## config.mk

```make
export PLATFORM = sky130hd
export DESIGN_NAME = mult_accum_flat
export DESIGN_NICKNAME = d
export VERILOG_FILES = /design/src/rtl/mult_accum_if.sv /design/src/rtl/mult_accum.sv /design/src/flat_wrapper.sv
export SDC_FILE = /design/constraint.sdc
export NUM_CORES = 1
export LEC_CHECK = 0
export CAP_MARGIN = 0
export CORE_ASPECT_RATIO = 1.25
export CORE_MARGIN = 8
export CORE_UTILIZATION = 53
export CTS_CLUSTER_DIAMETER = 30
export DETAILED_ROUTE_END_ITERATION = 10
export GPL_ROUTABILITY_DRIVEN = 0
export HOLD_SLACK_MARGIN = 0.05
export PLACE_DENSITY = 0.83
export SYNTH_ARGS = -nofsm -noshare
export SYNTH_HDL_FRONTEND = slang
export SYNTH_SLANG_ARGS = --single-unit
```

## constraint.sdc

```tcl
create_clock -name clk -period 3.6 [get_ports clk]
set_input_delay 1.08 -clock clk [delete_from_list [all_inputs] [get_ports clk]]
set_output_delay 1.08 -clock clk [all_outputs]
set_load 0.02 [all_outputs]
```

## src/rtl/mult_accum_if.sv

```systemverilog
// Handshake bundle between the product source, the mult_accum reduction
// stage and the result consumer.
//
// Handshake semantics, both channels: a beat transfers on a rising clk edge
// where valid && ready are both high. The side that drives valid keeps it and
// its payload stable until that transfer happens. Neither ready depends
// combinationally on the other side's valid.
interface mult_accum_if #(
  parameter int ACC_W = 12,
  parameter int CNT_W = 4
);
  logic             start;
  logic [CNT_W-1:0] len;
  logic             in_valid;
  logic             in_ready;
  logic [7:0]       in_product;
  logic             out_valid;
  logic             out_ready;
  logic [ACC_W-1:0] out_sum;
  logic             out_ovf;

  // Source/consumer side.
  modport master (
    output start, len, in_valid, in_product, out_ready,
    input  in_ready, out_valid, out_sum, out_ovf
  );

  // Accumulator side.
  modport slave (
    input  start, len, in_valid, in_product, out_ready,
    output in_ready, out_valid, out_sum, out_ovf
  );
endinterface

```

## src/rtl/mult_accum.sv

```systemverilog
// mult_accum: sums a programmed number of 8-bit products into an ACC_W-bit
// result and presents it on a valid/ready output.
// Optional feature macro: MULT_ACCUM_SATURATE_EN -- when defined, the
// accumulator clamps at 2^ACC_W-1 on carry out instead of wrapping.
// The overflow flag is sticky for the job in both builds.
module mult_accum #(
  parameter int ACC_W = 12,
  parameter int CNT_W = 4
) (
  input  logic       clk,
  input  logic       n_rst,
  mult_accum_if.slave bus,
  output logic [1:0] dbg_state
);

  typedef enum logic [1:0] {
    S_IDLE = 2'd0,
    S_ACC  = 2'd1,
    S_HOLD = 2'd2
  } state_t;

  localparam logic [CNT_W-1:0] CNT_ONE = CNT_W'(1);

  state_t           state_q;
  state_t           state_d;
  logic [ACC_W-1:0] acc_q;
  logic [CNT_W-1:0] cnt_q;
  logic [CNT_W-1:0] len_q;
  logic             ovf_q;

  logic             acc_en;
  logic             last_term;
  logic [ACC_W:0]   sum_ext;
  logic             carry;
  logic [ACC_W-1:0] acc_nxt;

  // A product is taken only in ACC; ready is a pure state decode.
  assign acc_en    = (state_q == S_ACC) && bus.in_valid;
  assign last_term = (cnt_q == (len_q - CNT_ONE));

  // One extra bit on the adder gives the carry that feeds the flag.
  assign sum_ext = {1'b0, acc_q} + {{(ACC_W-7){1'b0}}, bus.in_product};
  assign carry   = sum_ext[ACC_W];

`ifdef MULT_ACCUM_SATURATE_EN
  assign acc_nxt = carry ? {ACC_W{1'b1}} : sum_ext[ACC_W-1:0];
`else
  assign acc_nxt = sum_ext[ACC_W-1:0];
`endif

  // State register.
  always_ff @(posedge clk) begin
    if (!n_rst) state_q <= S_IDLE;
    else        state_q <= state_d;
  end

  // Next-state decode; start is only looked at in IDLE.
  always_comb begin
    state_d = state_q;
    case (state_q)
      S_IDLE: if (bus.start) state_d = (bus.len == '0) ? S_HOLD : S_ACC;
      S_ACC:  if (acc_en && last_term) state_d = S_HOLD;
      S_HOLD: if (bus.out_ready) state_d = S_IDLE;
      default: state_d = S_IDLE;
    endcase
  end

  // Outputs come from registers only; no path from in_valid or out_ready.
  always_comb begin
    bus.in_ready  = (state_q == S_ACC);
    bus.out_valid = (state_q == S_HOLD);
    bus.out_sum   = acc_q;
    bus.out_ovf   = ovf_q;
    dbg_state     = state_q;
  end

  // Datapath: clear on an accepted start, accumulate on each transfer.
  always_ff @(posedge clk) begin
    if (!n_rst) begin
      acc_q <= '0;
      cnt_q <= '0;
      len_q <= '0;
      ovf_q <= 1'b0;
    end else begin
      case (state_q)
        S_IDLE: begin
          if (bus.start) begin
            acc_q <= '0;
            cnt_q <= '0;
            ovf_q <= 1'b0;
            len_q <= bus.len;
          end
        end
        S_ACC: begin
          if (acc_en) begin
            acc_q <= acc_nxt;
            cnt_q <= cnt_q + CNT_ONE;
            if (carry) ovf_q <= 1'b1;
          end
        end
        default: begin
        end
      endcase
    end
  end

endmodule

```

## src/flat_wrapper.sv

```systemverilog
// flat-port wrapper written by rule: the top's interface ports become plain ports
module mult_accum_flat 
#(
  parameter int ACC_W = 12,
  parameter int CNT_W = 4
)
  (clk, n_rst, dbg_state, bus_start, bus_len, bus_in_valid, bus_in_product, bus_out_ready, bus_in_ready, bus_out_valid, bus_out_sum, bus_out_ovf);
  mult_accum_if #(.ACC_W(ACC_W), .CNT_W(CNT_W)) bus_i ();
  input  logic clk;
  input  logic n_rst;
  output logic [1:0] dbg_state;
  input wire logic [$bits(bus_i.start)-1:0] bus_start;
  input wire logic [$bits(bus_i.len)-1:0] bus_len;
  input wire logic [$bits(bus_i.in_valid)-1:0] bus_in_valid;
  input wire logic [$bits(bus_i.in_product)-1:0] bus_in_product;
  input wire logic [$bits(bus_i.out_ready)-1:0] bus_out_ready;
  output wire logic [$bits(bus_i.in_ready)-1:0] bus_in_ready;
  output wire logic [$bits(bus_i.out_valid)-1:0] bus_out_valid;
  output wire logic [$bits(bus_i.out_sum)-1:0] bus_out_sum;
  output wire logic [$bits(bus_i.out_ovf)-1:0] bus_out_ovf;
  assign bus_i.start = bus_start;
  assign bus_i.len = bus_len;
  assign bus_i.in_valid = bus_in_valid;
  assign bus_i.in_product = bus_in_product;
  assign bus_i.out_ready = bus_out_ready;
  assign bus_in_ready = bus_i.in_ready;
  assign bus_out_valid = bus_i.out_valid;
  assign bus_out_sum = bus_i.out_sum;
  assign bus_out_ovf = bus_i.out_ovf;
  mult_accum #(.ACC_W(ACC_W), .CNT_W(CNT_W)) u_core (.clk(clk), .n_rst(n_rst), .bus(bus_i), .dbg_state(dbg_state));
endmodule
```

# Word-level counts from Yosys, hierarchy flattened
# Index checks and enable logic that the tools add are counted.
op_classes:
  eq_ne: 8
  n_mux: 15
  n_addsub: 3
  reduce_logical: 9
ops:
  columns: ["op", "n"]
  rows:
  - ["$mux W12", 2]
  - ["$pmux W12 S2", 1]
  - ["$add A12 B8 Y13", 1]
  - ["$mux W2", 4]
  - ["$mux W4", 2]
  - ["$pmux W4 S2", 1]
  - ["$ne A2 B1 Y1 const B", 3]
  - ["$pmux W2 S3", 1]
  - ["$reduce_and A3 Y1", 2]
  - ["$add A4 B1 Y4 const B", 1]
  - ["$eq A4 B4 Y1", 1]
  - ["$logic_not A4 Y1", 1]
  - ["$ne A2 B2 Y1 const B", 2]
  - ["$reduce_and A4 Y1", 1]
  - ["$sub A4 B1 Y4 const B", 1]
  - ["$mux W1", 3]
  - ["$eq A2 B1 Y1 const B", 1]
  - ["$eq A2 B2 Y1 const B", 1]
  - ["$logic_and A1 B1 Y1", 2]
  - ["$logic_not A2 Y1", 1]
  - ["$pmux W1 S2", 1]
  - ["$reduce_and A2 Y1", 1]
  - ["$reduce_bool A2 Y1", 1]
totals:
  ff_bits: 23
  output_inout_bits: 17

# Longest topological paths before layout
# Gate-level depths: netlist (run 1).
logic_depth:
  ltp_word: 5
  ltp_mapped: 7
  mapped_depth_nobuf: 7

# Worst setup path before layout (run 1)
# Ideal clock, no wire load.
synth_timing:
  path_type: "input port to flip-flop"
  from: "input port bus_in_product[1]"
  to: "register u_core.acc_q[9], in the netlist u_core.bus.out_sum[9]"
  stages: 6
  slack_ns: 0.927
  arrival_time_ns: 2.604
  setup_ns: 0.070
  n_path_buf: 0
  t_required_ns: 3.530
  path_cell_list: "ha_1 > a211oi_1 > nor3_1 > a2111oi_0 > o21ai_0 > a21oi_1"
synth_between:
  elab_chain_len: 3
synth_rtl:
  columns: ["element", "line", "rtl"]
  rows:
  - ["start, declared", "flat_wrapper.sv:15", "input wire logic [$bits(bus_i.in_product)-1:0] bus_in_product;"]
  - ["$add A12 B8 Y13", "mult_accum.sv:42", "assign sum_ext = {1'b0, acc_q} + {{(ACC_W-7){1'b0}}, bus.in_product};"]
  - ["$mux W12", "mult_accum.sv:95", "if (acc_en) begin"]
  - ["$pmux W12 S2", "mult_accum.sv:85", "case (state_q)"]
  - ["end signal, assigned", "mult_accum.sv:96", "acc_q <= acc_nxt;"]
  - ["end, declared", "mult_accum.sv:26", "logic [ACC_W-1:0] acc_q;"]
# No other way between the ends. The select of a mux whose other input is x is not followed.
# A chain may end at the register's enable or synchronous reset.

# Final worst setup path (run 1)
layout_timing:
  from: "input port bus_in_product[1]"
  to: "register u_core.acc_q[11], in the netlist u_core.bus.out_sum[11]"
# Same word-level chain as after synthesis.

==> summary.txt, run 1 <==
Setup path
  • Data arrival, critical path: 3.16 ns
  • Critical path startpoint category: input pin
  • Critical Path Sink Type: flip-flop
  • Reg2reg path depth: 6
  • WS Path Type: input pin to flip-flop
  • CP max stage delay: 0.47 ns
  • R2R Path End: u_core.bus.out_ovf$_SDFFE_PN0P_
  • Critical-path top delay cell: or4_1
  • Largest delay share family, worst path: simple AND/OR/NAND/NOR gates
  • Buf/Inv on CP: 2
  • Crit path required time: 3.85 ns
  • Critical-path cell list: clkdlybuf4s50_1 -> ha_1 -> a211oi_1 -> nor3_1 -> a2111oi_0 -> buf_4 -> or4_1 -> a21oi_1
  • Reg2reg setup slack: 1.50 ns
  • Crit Path Max Fanout: 4
  • Worst r2r src: u_core.bus.out_sum[5]$_SDFFE_PN0P_

Floorplanning
  • Initial Util: 0.545
  • Chip width: about 62 um
  • Die area: approximately 4600 um2
  • Core Box Area: around 2600 um2
  • Die Y: around 74 um
  • FP Rows: 21
  • I/O pin total: 34

Worst hold path
  • Hold path cells: 2
  • Min-Delay Endpoint: u_core.len_q[3]$_SDFFE_PN0P_
  • Hold crit path type: flip-flop to flip-flop
  • HP Start: u_core.len_q[3]$_SDFFE_PN0P_

STA
  • RSZ-0062 raised after global routing: no
  • Endpoints failing hold: 0
  • Measured slew at the worst slew-check pin: 0.540 ns
  • Max-slew headroom: 0.639
  • Slew Viols, Final: 0
  • Period utilization: 0.808
  • Final setup TNS: 0 ns
  • Tmin final: 2.91 ns
  • Clock Skews: 0.00226 ns
  • Final setup violation count: 0
  • Max frequency: 0.344 GHz

CTS
  • Cts bufs inserted: 3
  • PostCTS Resize Cnt: 0
  • Clock root buffer: clkbuf_4
  • Hold buffers post-CTS: 0
  • H-Tree Depth: 1
  • CTS tree: done
  • Clock Latency Late Sink: slightly above 0.3 ns
  • CTS Buffer Depth: 2
  • # clock sinks: 23
  • Post-CTS Setup Inserts: 0
  • CTS clk-pin slew, worst paths: about 0.13 ns

Synthesis
  • Sequential-to-total area share from yosys stat: 0.325
  • YS warnings: 0
  • Prevailing post-synth register cell: dfxtp_1
  • Async set or reset register ratio after synthesis: 0
  • Top post-synthesis cells by count: dfxtp_1 (23), nand2_1 (20), nand3_1 (12), ha_1 (10), o21ai_0 (9)
  • Post-synth EDFFs: 0
  • Synthesized area: 1420 um2
  • Top cell type's share of synthesized area: 0.325
  • Most frequent cell after synthesis: dfxtp_1
  • Syn avg cell area: between 8 and 9 um2
  • FF+latch count, synth: 23
  • Cell taking the most area after synthesis: dfxtp_1
  • Top cells by area, synth: dfxtp_1 (32%), ha_1 (8.8%), nand2_1 (5.3%), nand3_1 (4.2%), a21boi_0 (4.2%)
  • Post-synth cell types: 42
  • Mapped Cells: 163
  • Post-Syn Nets: 191

Route
  • Routed WL: between 3 and 4 mm
  • Routed vias/inst: 5.70
  • Total iterations of the first detailed-routing run: 4
  • ANT nets after route: 0
  • Routed len/inst: roughly 14 um
  • Drc violations: 0
  • Vias: 1322
  • Iter 0 DRT Violations: 25

GRT
  • Global route overflow: 0
  • First-pass GRT wire length: roughly 6 mm
  • Antenna violations before repair: 0
  • Largest net degree at the start of global routing: 23
  • Vias in the first global route: ~1300
  • Global-route usage over all layers: 0.152

Power and ir drop
  • Pwr per Cell Area: 303 nW/um2
  • Worst IR drop on VDD: 0.247 mV
  • Lkg Pwr: 0.681 nW

Placement
  • Placed cell count: 228
  • Post-DP HPWL: 2.60 mm
  • Dpl cell area: 1790 um2
  • Port Buffers: 33

Layout
  • Design area: 1820 um2
  • Share of cells above drive strength 1: 0.0758
  • Post-layout util: 0.699
  • Ant diodes: 0
  • Nets: 227
  • Final std cells w/o fill: 232
  • Synthesis-to-finish area growth: 28.2%

Status
  • Outcome: finished clean

Flow run
  • Max Cap Viol: 0
worst max path at each step:
| stage | startpoint | end | cells past startpoint |
|---|---|---|---|
| 2_1_floorplan | bus_in_product[1] | u_core.bus.out_sum[9]$_SDFFE_PN0P_ | 6 |
| 3_3_place_gp | bus_in_product[3] | u_core.bus.out_sum[11]$_SDFFE_PN0P_ | 8 |
| 3_5_place_dp | bus_in_product[5] | u_core.bus.out_ovf$_SDFFE_PN0P_ | 7 |
| 4_1_cts | bus_in_product[1] | u_core.bus.out_sum[9]$_SDFFE_PN0P_ | 8 |
| 5_1_grt | bus_in_product[1] | u_core.bus.out_sum[9]$_SDFFE_PN0P_ | 8 |
| 6_report | bus_in_product[1] | u_core.bus.out_sum[11]$_SDFFE_PN0P_ | 8 |
cell usage in the layout, fill, tap and decap left out, types with 3 or more instances in the layout:
master,netlist,layout
xnor2_1,5,5
a21oi_1,8,8
inv_1,3,3
or4_1,4,4
nor2_1,7,7
xor2_1,5,5
ha_1,10,10
clkdlybuf4s50_1,0,33
o21ai_0,9,9
dfxtp_1,23,23
nor3_1,3,3
nand3_1,12,12
clkbuf_4,0,3
buf_4,0,4
nand4_1,3,3
and2_1,4,4
nor2b_1,3,3
nand2_1,20,20
a21boi_0,8,8
kinds of logic after synthesis:
logic type               synth area share
AND/OR/NAND/NOR                     0.281
AO/OA/AOI/OAI                       0.185
flip-flops                          0.325
XOR/XNOR                           0.0777
adder cells (fa/ha/maj)             0.102
buffers and inverters              0.0291
power by group:
| group | total (mW) | internal, mW | switching, mW |
|---|---|---|---|
| combinational | 0.151 | 0.0727 | 0.0786 |
| clock | 0.122 | 0.0415 | 0.0804 |
| sequential | 0.277 | 0.265 | 0.0120 |
| total | 0.551 | 0.380 | 0.171 |
worst reg2reg max path: stages, from the launching register on:
cell	delay [ns]
dfxtp_1	0.35
ha_1	0.36
and2_1	0.17
or2_2	0.28
a2111oi_2	0.58
nor4_1	0.10
o21a_1	0.18
metal layers:
metal  global-route usage  part of all wire
met5                    0                 0
met4               0.0584            0.0085
met3               0.0442             0.056
met2                0.286              0.52
met1                0.157              0.41
registers in the layout, summed over array words and instances (netlist names):
register	cells
u_core.bus.out_sum	12
u_core.cnt_q	4
u_core.dbg_state	2
u_core.bus.out_ovf	1
u_core.len_q	4
layout make-up:
| class | instances | area [um2] |
|---|---|---|
| well taps | 34 | 42.5 |
| clock inverters | 1 | 5.00 |
| clock buffers | 3 | 22.5 |
| inverters | 3 | 11.3 |
| flip-flops and latches | 23 | 460 |
| repair buffers | 37 | 360 |
| multi-input cells | 131 | 916 |
| fillers | 210 | 783 |
per-stage QoR:
stage | setup slack, ns | power (mW) | hold WS, ns
floorplan | 0.927 | 0.377 | 0.457
global route | 0.599 | 0.583 | 0.505
global placement | 0.434 | 0.430 | 0.453
detailed placement | 0.376 | 0.434 | 0.457
CTS | 0.705 | 0.556 | 0.489
finish | 0.693 | 0.551 | 0.485
(Power assumes the default switching activity.)
==> run 2: changes to the inputs <==
--- a/config.mk
+++ b/config.mk
@@ -8,12 +8,12 @@
 export CAP_MARGIN = 0
 export CORE_ASPECT_RATIO = 1.25
 export CORE_MARGIN = 8
-export CORE_UTILIZATION = 53
+export CORE_UTILIZATION = 44
 export CTS_CLUSTER_DIAMETER = 30
 export DETAILED_ROUTE_END_ITERATION = 10
 export GPL_ROUTABILITY_DRIVEN = 0
 export HOLD_SLACK_MARGIN = 0.05
-export PLACE_DENSITY = 0.83
+export PLACE_DENSITY = 0.73
 export SYNTH_ARGS = -nofsm -noshare
 export SYNTH_HDL_FRONTEND = slang
 export SYNTH_SLANG_ARGS = --single-unit
==> constraint.sdc (replaced) <==
create_clock -name clk -period 2.4 [get_ports clk]
set_input_delay 0.72 -clock clk [delete_from_list [all_inputs] [get_ports clk]]
set_output_delay 0.72 -clock clk [all_outputs]
set_load 0.02 [all_outputs]
==> run 2 against run 1 <==
Against the previous run:
- total power rose by 74%
- non-clock buffer count increased by 29
- critical endpoint is now u_core.bus.out_sum[8]$_SDFFE_PN0P_
- largest power group unchanged
- critical path type unchanged
- worst hold slack gained 0.0083 ns
- via count increased by 10%
- combinational power increased by 97%
==> summary.txt, run 2 (synthesis gave the netlist of run 1 again) <==
Status
  • Outcome: finished clean

Setup path
  • Crit. Startpoint: bus_start
  • Critical Path Sink Type: flip-flop
  • Reg2reg path depth: 7
  • Critical path startpoint category: input pin
  • Worst r2r src: u_core.bus.out_sum[5]$_SDFFE_PN0P_
  • Crit Path Max Fanout: 6
  • Data arrival, critical path: 2.58 ns
  • WS Path Type: input pin to flip-flop
  • Crit path required time: about 2.6 ns

Layout
  • Nets: 256
  • Ant diodes: 0
  • Most frequent cells in the layout: buf_4 (33), clkdlybuf4s50_1 (25), dfxtp_1 (23)
  • Synthesis-to-finish area growth: 55.6%
  • Largest register FFs: 12
  • Share of cells above drive strength 1: 0.286
  • Most common cell after layout, fill and taps aside: buf_4

Route
  • Routed WL: about 4 mm
  • Iter 0 DRT Violations: between 50 and 60
  • Drc violations: 0
  • ANT nets after route: 0
  • Vias: 1455
  • Routed vias/inst: 5.51
  • Total iterations of the first detailed-routing run: 4
  • Routed len/inst: 15.5 um

Power and ir drop
  • Lkg Pwr: 0.868 nW
  • Reg power frac: 0.437
  • Internal Power: around 670 uW
  • Clk pwr share: 0.253
  • Pwr per Cell Area: approximately 440 nW/um2
  • Net Sw Power: 291 uW
  • Sw Ratio: 0.304
  • Worst IR drop on VDD: 0.286 mV
  • Comb pwr share: 0.310

CTS
  • CTS tree: done
  • CTS clk-pin slew, worst paths: 0.08 ns
  • Cts bufs inserted: 3
  • Clock Latency Late Sink: 0.26 ns
  • Clock root buffer: clkbuf_8
  • # clock sinks: 23
  • CTS Buffer Depth: 2
  • Hold buffers post-CTS: 0
  • H-Tree Depth: 1

STA
  • Final setup violation count: 0
  • Measured slew at the worst slew-check pin: roughly 0.43 ns
  • Period utilization: 0.990
  • Tmin final: 2.38 ns
  • Hold slack: 0.493 ns
  • Endpoints failing hold: 0
  • Final Worst Setup Slack: 0.0241 ns
  • Clock Skews: 0.00586 ns
  • Max frequency: 0.421 GHz
  • Max-slew headroom: 0.711
  • Slew Viols, Final: 0

Worst hold path
  • Hold path cells: 1
  • Hold crit path type: flip-flop to flip-flop
  • HP Start: u_core.bus.out_ovf$_SDFFE_PN0P_

Flow run
  • Max Cap Viol: 0

Floorplanning
  • Initial Util: 0.452
  • Core Box Area: around 3100 um2
  • FP Rows: 23
  • Die Y: 79.5 um
  • I/O pin total: 34
  • Die area: 5310 um2
  • Chip width: 66.8 um

GRT
  • Vias in the first global route: ~1600
  • Global route overflow: 0
  • Global-route usage over all layers: 0.159
  • Antenna violations before repair: 0
  • First-pass GRT wire length: 6.93 mm
  • Largest net degree at the start of global routing: 15

Placement
  • Port Buffers: 33
  • Post-DP HPWL: 3.06 mm
  • Place WS: -0.421 ns
run 2: changes by cell type in the layout (fill, tap and decap cells not counted), moves of 5 or more:
cell,previous run,this run
buf_4,4,33
clkdlybuf4s50_1,33,25
ha_1,10,3
ha_4,0,7
dlygate4sd2_1,0,5
run 2: critical path: stages:
cell	delay (ns)
clkdlybuf4s50_1	0.47
or3b_1	0.46
nand2_8	0.13
buf_4	0.15
o21ai_0	0.14
or4_4	0.43
nand2_1	0.08
run 2: per-stage QoR:
stage                util  cell area [um2]  std cells  TNS [ns]  total power [mW]
finish              0.703             2210        264         0             0.960
floorplan               -             1420        163         0             0.565
detailed placement  0.632             1980        256     -2.44             0.699
global route        0.703             2210        264   -0.0384              1.01
global placement    0.632             1980        256     -2.24             0.690
CTS                 0.681             2140        264         0             0.951
run 2: path summary, 6_finish.rpt:
| path | endpoint | slack, ns |
|---|---|---|
| max | u_core.bus.out_sum[8]$_SDFFE_PN0P_ | 0.02 |
| min | u_core.bus.out_ovf$_SDFFE_PN0P_ | 0.49 |
| max reg2reg | u_core.bus.out_ovf$_SDFFE_PN0P_ | 0.41 |
| min reg2reg | u_core.bus.out_ovf$_SDFFE_PN0P_ | 0.49 |
run 2: timing repair:
action | CTS | global route
pin swaps | 3 | 5
resized for setup | 18 | 15
gates cloned | 0 | 0
setup buffers | 4 | 0
setup endpoints to repair | 6 | 7
run 2: metal layers:
metal | global-route usage | wire length, um | up-vias
met3 | 0.0239 | 191 | 4
met1 | 0.176 | 1700 | 686
met4 | 0.0557 | 37 | 0
met5 | 0 | 0 | -
met2 | 0.292 | 2170 | 41
li1 | - | - | 724
run 2: power groups by stage:
stage	clock network, mW	logic [mW]	registers [mW]
2_1_floorplan	0	0.132	0.433
3_3_place_gp	0	0.266	0.423
3_5_place_dp	0	0.274	0.425
4_1_cts	0.247	0.286	0.418
5_1_grt	0.266	0.324	0.422
6_report	0.242	0.298	0.419
run 2: area by class of cell:
type | count | area, um2
Multi-Input combinational cell | 131 | 1060
Fill cell | 250 | 931
Tap cell | 37 | 46.3
Clock buffer | 3 | 41.3
Timing Repair Buffer | 66 | 579
Inverter | 3 | 11.3
Clock inverter | 1 | 5.00
Sequential cell | 23 | 460
